### src/rtl/sipo_pkg.sv
// rtl/sipo_pkg.sv - shared FSM state type and default word width for the serial receiver
package sipo_pkg;

    localparam int WIDTH_DEFAULT = 4;

    typedef enum logic {
        IDLE = 1'b0,
        RECV = 1'b1
    } state_t;

endpackage

### src/rtl/sipo_bit_counter.sv
// rtl/sipo_bit_counter.sv - counts captured bits, flags the bit that completes a word
module sipo_bit_counter
    import sipo_pkg::*;
#(
    parameter int WIDTH = WIDTH_DEFAULT
) (
    input  logic clk,
    input  logic rst,
    input  logic inc,
    input  logic clr,
    output logic wrap
);

    localparam int CW = $clog2(WIDTH);

    logic [CW-1:0] count_q;
    logic [CW-1:0] count_d;

    assign wrap = inc && (count_q == CW'(WIDTH - 1));

    always_comb begin
        count_d = count_q;
        if (clr) begin
            count_d = '0;
        end else if (inc) begin
            count_d = wrap ? '0 : count_q + CW'(1);
        end
    end

    always_ff @(posedge clk or posedge rst) begin
        if (rst) begin
            count_q <= '0;
        end else begin
            count_q <= count_d;
        end
    end

endmodule

### src/rtl/sipo_rx.sv
// rtl/sipo_rx.sv - serial-in parallel-out receiver with valid/ready hand-off and sticky overrun
module sipo_rx
    import sipo_pkg::*;
#(
    parameter int WIDTH = WIDTH_DEFAULT
) (
    input  logic             clk,
    input  logic             rst,
    input  logic             din,
    input  logic             shift,
    input  logic             abort,
    input  logic             ready,
    input  logic             clr_ovr,
    output logic [WIDTH-1:0] data,
    output logic             valid,
    output logic             busy,
    output logic             overrun
);

    state_t           state_q, state_d;
    logic [WIDTH-2:0] sr_q, sr_d;
    logic [WIDTH-1:0] data_q, data_d;
    logic             valid_q, valid_d;
    logic             ovr_q, ovr_d;

    logic             shift_fire;
    logic             wrap;
    logic             complete;
    logic [WIDTH-1:0] word;

    // abort wins over a simultaneous shift, so the bit on that edge is never captured
    assign shift_fire = shift && !abort;
    assign complete   = shift_fire && wrap;
    assign word       = {sr_q, din};

    sipo_bit_counter #(.WIDTH(WIDTH)) u_bit_counter (
        .clk  (clk),
        .rst  (rst),
        .inc  (shift_fire),
        .clr  (abort),
        .wrap (wrap)
    );

    always_comb begin
        state_d = state_q;
        case (state_q)
            IDLE:    if (shift_fire) state_d = RECV;
            RECV:    if (abort || complete) state_d = IDLE;
            default: state_d = IDLE;
        endcase
    end

    always_comb begin
        sr_d    = sr_q;
        data_d  = data_q;
        valid_d = valid_q;
        ovr_d   = ovr_q;
        if (abort) begin
            sr_d = '0;
        end else if (shift_fire) begin
            sr_d = word[WIDTH-2:0];
        end
        // a completing word replaces the held one only if the slot is free or being accepted now
        if (complete && (!valid_q || ready)) begin
            data_d  = word;
            valid_d = 1'b1;
        end else if (valid_q && ready) begin
            valid_d = 1'b0;
        end
        if (complete && valid_q && !ready) begin
            ovr_d = 1'b1;
        end else if (clr_ovr) begin
            ovr_d = 1'b0;
        end
    end

    always_ff @(posedge clk or posedge rst) begin
        if (rst) begin
            state_q <= IDLE;
            sr_q    <= '0;
            data_q  <= '0;
            valid_q <= 1'b0;
            ovr_q   <= 1'b0;
        end else begin
            state_q <= state_d;
            sr_q    <= sr_d;
            data_q  <= data_d;
            valid_q <= valid_d;
            ovr_q   <= ovr_d;
        end
    end

    assign data    = data_q;
    assign valid   = valid_q;
    assign busy    = (state_q == RECV);
    assign overrun = ovr_q;

endmodule

### config.mk
export PLATFORM = sky130hd
export DESIGN_NAME = sipo_rx
export DESIGN_NICKNAME = d
export VERILOG_FILES = /design/src/rtl/sipo_pkg.sv /design/src/rtl/sipo_bit_counter.sv /design/src/rtl/sipo_rx.sv
export SDC_FILE = /design/constraint.sdc
export NUM_CORES = 1
export LEC_CHECK = 0
export ABC_AREA = 0
export BUFFER_PORTS_ARGS = -buffer_cell sky130_fd_sc_hd__buf_2
export CAP_MARGIN = 20
export CELL_PAD_IN_SITES_DETAIL_PLACEMENT = 0
export CELL_PAD_IN_SITES_GLOBAL_PLACEMENT = 2
export CORE_UTILIZATION = 34
export CTS_CLUSTER_SIZE = 30
export DETAILED_ROUTE_END_ITERATION = 8
export GPL_TIMING_DRIVEN = 0
export PLACE_DENSITY_LB_ADDON = 0.15
export SKIP_CTS_REPAIR_TIMING = 1
export SYNTH_ARGS = -nofsm -noshare
export SYNTH_HDL_FRONTEND = slang
export SYNTH_SLANG_ARGS = --single-unit
### constraint.sdc
create_clock -name clk -period 3.59 [get_ports clk]
set_clock_uncertainty 0.1 [all_clocks]
set_input_delay 0.718 -clock clk [delete_from_list [all_inputs] [get_ports clk]]
set_output_delay 0.718 -clock clk [all_outputs]
set_load 0.01 [all_outputs]
==> results by group, run 1 <==
Route
  – Post-Route WL: 782 microns
  – First-pass detailed-route iteration total: 3
  – DRT antenna net count: 0
  – Routed len/inst: ~12 microns
  – Detailed Route Iter0 Violations: 4
  – Vias per cell: roughly 4.6
  – DRC errors left: 0
  – Vias: about 310

Outcome
  – Status: completed

Global routing
  – Grt met2 use: 16.80%
  – Global Route met3 Usage: about 3.3%
  – Busiest grt layer: met2
  – GRT Resource Usage Total: ~11%
  – First-pass GRT wire length: 1214 microns
  – Largest net degree at the start of global routing: 13
  – Initial antenna violation count: 0
  – Vias in the first global route: 295
  – GR Overflow Total: 0
  – GRT met1 Usage: 14.92%

Final layout
  – Register area: approximately 300 sq um
  – Share of layout cells above drive strength 1: 41.51%
  – Area growth syn-to-layout: 19.38%
  – Final Net Count: 63
  – Antenna cells: 0
  – Post-layout util: between 40 and 50%
  – Final Cell Area: between 600 and 700 sq um
  – FILL cells: 133
  – Multi-input gate area: around 200 sq um
  – Most frequent cells in the layout: dfrtp_1, buf_2, nor2_1, mux2_4, mux2i_1

Clock network
  – Clock Latency Late Sink: between 0.2 and 0.3 ns
  – H-tree levels: 1
  – CTS Buffer Depth: 2
  – Clk sinks: 12
  – Clk slew on worst S/H paths: roughly 0.07 ns
  – CTS tree: built
  – Root Buffer Master: clkbuf_4
  – CTS buffer count: 3

Worst setup path
  – CP bufs+invs: 1
  – CP arrival: 0.79 ns
  – Startpoint types: flip-flop
  – CP endpoint kind: output port
  – Worst path required time: between 2 and 3 ns
  – Crit path max fanout: 2
  – Setup CP Type: reg2out
  – CP Cell Sequence: buf_2
  – CP top delay family: flip-flops
  – Slowest-stage cell, CP: dfrtp_1
  – Slowest stage delay, CP: around 0.39 ns

Die
  – Die Width: a little over 40 microns
  – Effective utilization at floorplan: approximately two fifths
  – Chip Height: ~41 microns
  – Top Ports: 14
  – Core Rows: 13
  – Die area: 1699 sq um
  – CORE AREA: roughly 1400 sq um

Power and ir drop
  – Switching share of power: between 20 and 25%
  – Clock power frac: between 30 and 40%
  – Internal power: around 0.20 mW
  – Worst-case vdd ir drop: 0.0002050 V
  – Reg power frac: roughly 57%
  – Cell leakage power: around 0.36 nW
  – Combinational fraction of design power: 12.3%
  – Power per cell area: around 410 nW/um^2
  – Net Switching: 0.05922 mW

Timing
  – Final Hold Viols: 0
  – Fin. max-slew vios: 0
  – Crit share post-route: about 45%
  – RSZ-0062 raised after global routing: false
  – Endpoints failing setup: 0
  – Fmax: about 620 MHz
  – Setup_tns: 0 ns
  – Rel. slew slack: 71.14%
  – Actual slew at the worst max-slew pin: roughly 0.43 ns
  – Crit path time final: roughly 1.6 ns

Logic synthesis
  – Post-synthesis sequential area ratio: a little under three fifths
  – YS warnings: 0
  – Cells after Synth: 38
  – Synth Register Bits: 12
  – Mapped Avg Cell Area: roughly 14 sq um
  – Post-Syn Area: roughly 520 sq um
  – Post-synth net total: 46
  – Library cells used by synthesis: 15

Placement
  – PortBufs: 12
  – DP Wirelength: around 630 microns
  – Placer congestion estimate: 0.6868
  – Post-Place Cell Area: about 600 sq um

Hold path
  – Worst min path class: in2async

Flow run
  – # Max-Cap Violations: 0
-- layout make-up --
class                   instances  area share [%]
well taps                      15           3.006
inverters                       2           1.202
repair buffers                 12           9.619
flip-flops and latches         12           48.10
plain buffers                   1           1.804
clock buffers                   3           3.607
multi-input cells              23           32.67
-- logic make-up (layout without fill, tap and decap cells) --
kind of cell	count (synthesis)	after routing	share of synthesized area [%]
AND/OR/NAND/NOR	11	11	13.63
XOR/XNOR	1	1	1.675
multiplexers	8	8	19.14
adder cells (fa/ha/maj)	1	1	2.392
AO/OA/AOI/OAI	2	2	2.153
buffers and inverters	3	18	3.589
flip-flops	12	12	57.42
-- metal layers --
layer  part of all wire, %  up-vias
met5                     0        -
met4                     0        0
met3                   5.5        0
met2                    46       11
met1                    48      143
li1                      -      157
-- per-stage QoR --
stage	cells	power, mW	hold WS [ns]	worst slack (ns)
finish	68	0.2580	0.3409	1.980
global route	68	0.2742	0.3836	1.929
CTS	68	0.2618	0.3603	1.973
detailed placement	65	0.1835	0.3979	1.807
global placement	65	0.1812	0.3922	1.821
floorplan	38	0.1711	0.3807	1.948
-- path summary, 6_finish.rpt --
| path | startpoint | endpoint | slack (ns) | depth (start not counted) |
|---|---|---|---|---|
| worst min-delay path | rst | data[3] | 0.34 | 2 |
| worst max-delay path | data[1] | data[1] | 1.98 | 1 |
| worst min register to register | data[2] | data[2] | 0.41 | 1 |
| min in group clk | data[2] | data[2] | 0.41 | 1 |
| worst max register to register | u_bit_counter.count_q[0] | data[2] | 2.16 | 4 |
| max in group asynchronous | rst | u_bit_counter.count_q[0] | 2.75 | 2 |
-- flip-flops by register name, indices dropped and copies added (netlist names) --
signal,count
valid,1
u_bit_counter.count_q,2
overrun,1
sr_q,3
busy,1
data,4
-- power groups by stage --
stage	clock network, mW	registers (mW)	logic (mW)
global route	0.0894	0.149	0.0356
detailed placement	0	0.151	0.0328
global placement	0	0.150	0.0311
floorplan	0	0.152	0.0190
finish	0.0781	0.148	0.0318
CTS	0.0810	0.148	0.0327
-- cell usage after synthesis --
cell	instances	share of area, %
nand2_1	1	0.72
nor2_1	6	4.3
dfrtp_1	12	57
buf_6	1	2.2
o22ai_1	1	1.2
nand3b_4	1	3.8
nor2b_4	1	2.6
ha_1	1	2.4
nand3_1	1	0.96
nand2b_1	1	1.2
xnor2_1	1	1.7
o21ai_0	1	0.96
mux2i_1	4	7.7
inv_1	2	1.4
mux2_4	4	11
(Power assumes the default switching activity.)
==> inputs of run 2 (changes only) <==
- CORE_UTILIZATION: 34 -> 31
- clock period: 3.59 -> 1.55 ns (I/O delays scaled with it)
==> results by group, run 2 (synthesis gave the netlist of run 1 again) <==
Timing
  – Min Hold Slack: 0.1096 ns (was 0.3409 ns)
  – Actual slew at the worst max-slew pin: 0.4613 ns (was 0.4324 ns)
  – RSZ-0062 raised after global routing: false (unchanged)
  – Crit share post-route: just over 90%
  – Slack of the critical path: 0.1121 ns (was 1.980 ns)
  – Final Hold Viols: 0 (unchanged)
  – Rel. slew slack: 69.21% (was 71.14%)
  – Crit path time final: around 1.4 ns
  – Fin. max-slew vios: 0 (unchanged)
  – Fmax: roughly 700 MHz
  – Endpoints failing setup: 0 (unchanged)
  – Setup_tns: 0 ns (unchanged)

Clock network
  – CTS Buffer Depth: 2 (unchanged)
  – Clk sinks: 12 (unchanged)
  – CTS buffer count: 3 (unchanged)
  – CTS tree: built (unchanged)
  – Root Buffer Master: clkbuf_4 (unchanged)
  – H-tree levels: 1 (unchanged)
  – Clk slew on worst S/H paths: 0.08 ns (was 0.07 ns)
  – Clock Latency Late Sink: 0.28 ns (was 0.26 ns)

Final layout
  – FILL cells: 149 (was 133)
  – Fin cells: 71 (was 68)
  – Antenna cells: 0 (unchanged)
  – Area growth syn-to-layout: 24.16% (was 19.38%)
  – Post-layout util: 42.13% (was 45.70%)
  – Final Cell Area: 649.4 sq um (was 624.3 sq um)
  – Max reg flops: 4 (unchanged)
  – Final Net Count: 64 (was 63)
  – Share of layout cells above drive strength 1: 41.82% (was 41.51%)
  – Most frequent cells in the layout: dfrtp_1, buf_2, nor2_1, mux2_4, mux2i_1 (unchanged)

Route
  – Vias per cell: 4.549 (was 4.574)
  – Post-Route WL: 850 microns (was 782 microns)
  – Detailed Route Iter0 Violations: 5 (was 4)
  – Vias: 323 (was 311)
  – Routed len/inst: 11.97 microns (was 11.50 microns)
  – DRC errors left: 0 (unchanged)
  – DRT antenna net count: 0 (unchanged)
  – First-pass detailed-route iteration total: 4 (was 3)

Placement
  – Post-Place Cell Area: 603.1 sq um (was 601.8 sq um)
  – PortBufs: 12 (unchanged)
  – Setup WS pre-CTS: 0.1090 ns (was 1.807 ns)
  – Dpl cells: 66 (was 65)
  – DP Wirelength: 622 microns (was 625.8 microns)
  – Placer congestion estimate: 0.6390 (was 0.6868)

Power and ir drop
  – Power per cell area: 1037 nW/um^2 (was 413.2 nW/um^2)
  – Overall power: 0.6734 mW (was 0.2580 mW)
  – Worst-case vdd ir drop: 0.0004571 V (was 0.0002050 V)
  – Cell leakage power: 0.3709 nW (was 0.3595 nW)

Die
  – Top Ports: 14 (unchanged)
  – Die area: 1855 sq um (was 1699 sq um)
  – Die Width: 43.08 microns (was 41.22 microns)
  – CORE AREA: 1541 sq um (was 1366 sq um)
  – Chip Height: 43.08 microns (was 41.22 microns)
  – Effective utilization at floorplan: 33.93% (was 38.28%)
  – Core Rows: 14 (was 13)

Worst setup path
  – Startpoint types: flip-flop (unchanged)
  – Reg2Reg Setup Slack: 0.11 ns (was 2.16 ns)
  – Setup CP Type: reg2reg (was reg2out)
  – CP arrival: 1.50 ns (was 0.79 ns)
  – Crit path max fanout: 4 (was 2)
  – CP endpoint kind: flip-flop (was output port)
  – Worst path required time: 1.61 ns (was 2.77 ns)

Global routing
  – First-pass GRT wire length: 1449 microns (was 1214 microns)
  – Largest net degree at the start of global routing: 13 (unchanged)
  – Initial antenna violation count: 0 (unchanged)
  – GR Overflow Total: 0 (unchanged)
  – Vias in the first global route: 322 (was 295)
  – GRT Resource Usage Total: 10.98% (was 11.21%)

Hold path
  – Worst min path class: in2reg (was in2async)

Flow run
  – # Max-Cap Violations: 0 (unchanged)

Outcome
  – Status: completed (unchanged)
run 2: changes by cell type in the layout (fill, tap and decap cells not counted), sizes merged:
| cell | change |
|---|---|
| dlygate4sd3 | +1 |
| clkbuf | +1 |
run 2: worst paths after layout:
kind,start,end,cells after the start
min reg2reg,data[1],data[1],1
min in group asynchronous,rst,overrun,3
max reg2reg,u_bit_counter.count_q[0],data[0],4
max in group asynchronous,rst,sr_q[1],3
max,u_bit_counter.count_q[0],data[0],4
min,clr_ovr,overrun,2
run 2: power breakdown:
part / internal, mW / switching, mW
Combinational: 0.0410 / 0.0365
Clock: 0.143 / 0.111
Sequential: 0.331 / 0.0105
Total: 0.515 / 0.158
run 2: worst max-delay path, cell delays in order, from the launching register on:
cell and delay, ns:
dfrtp_1 0.37, ha_1 0.22, nand3b_4 0.11, nor2b_4 0.21, mux2_4 0.32
run 2: routing by layer:
layer	track usage [%]	up-vias	share of wire (%)	routed length (microns)
li1	-	160	-	-
met1	15.72	148	52	440
met2	14.55	13	40	342
met3	3.830	2	6.5	55
met4	5.455	0	1.4	12
met5	0	-	0	0
run 2: cell type report:
cell class	instances	area [sq um]	area share (%)
plain buffers	1	11.26	1.734
clock buffers	4	36.28	5.588
inverters	2	7.507	1.156
multi-input cells	23	203.9	31.41
flip-flops and latches	12	300.3	46.24
well taps	16	20.02	3.083
repair buffers	13	70.07	10.79
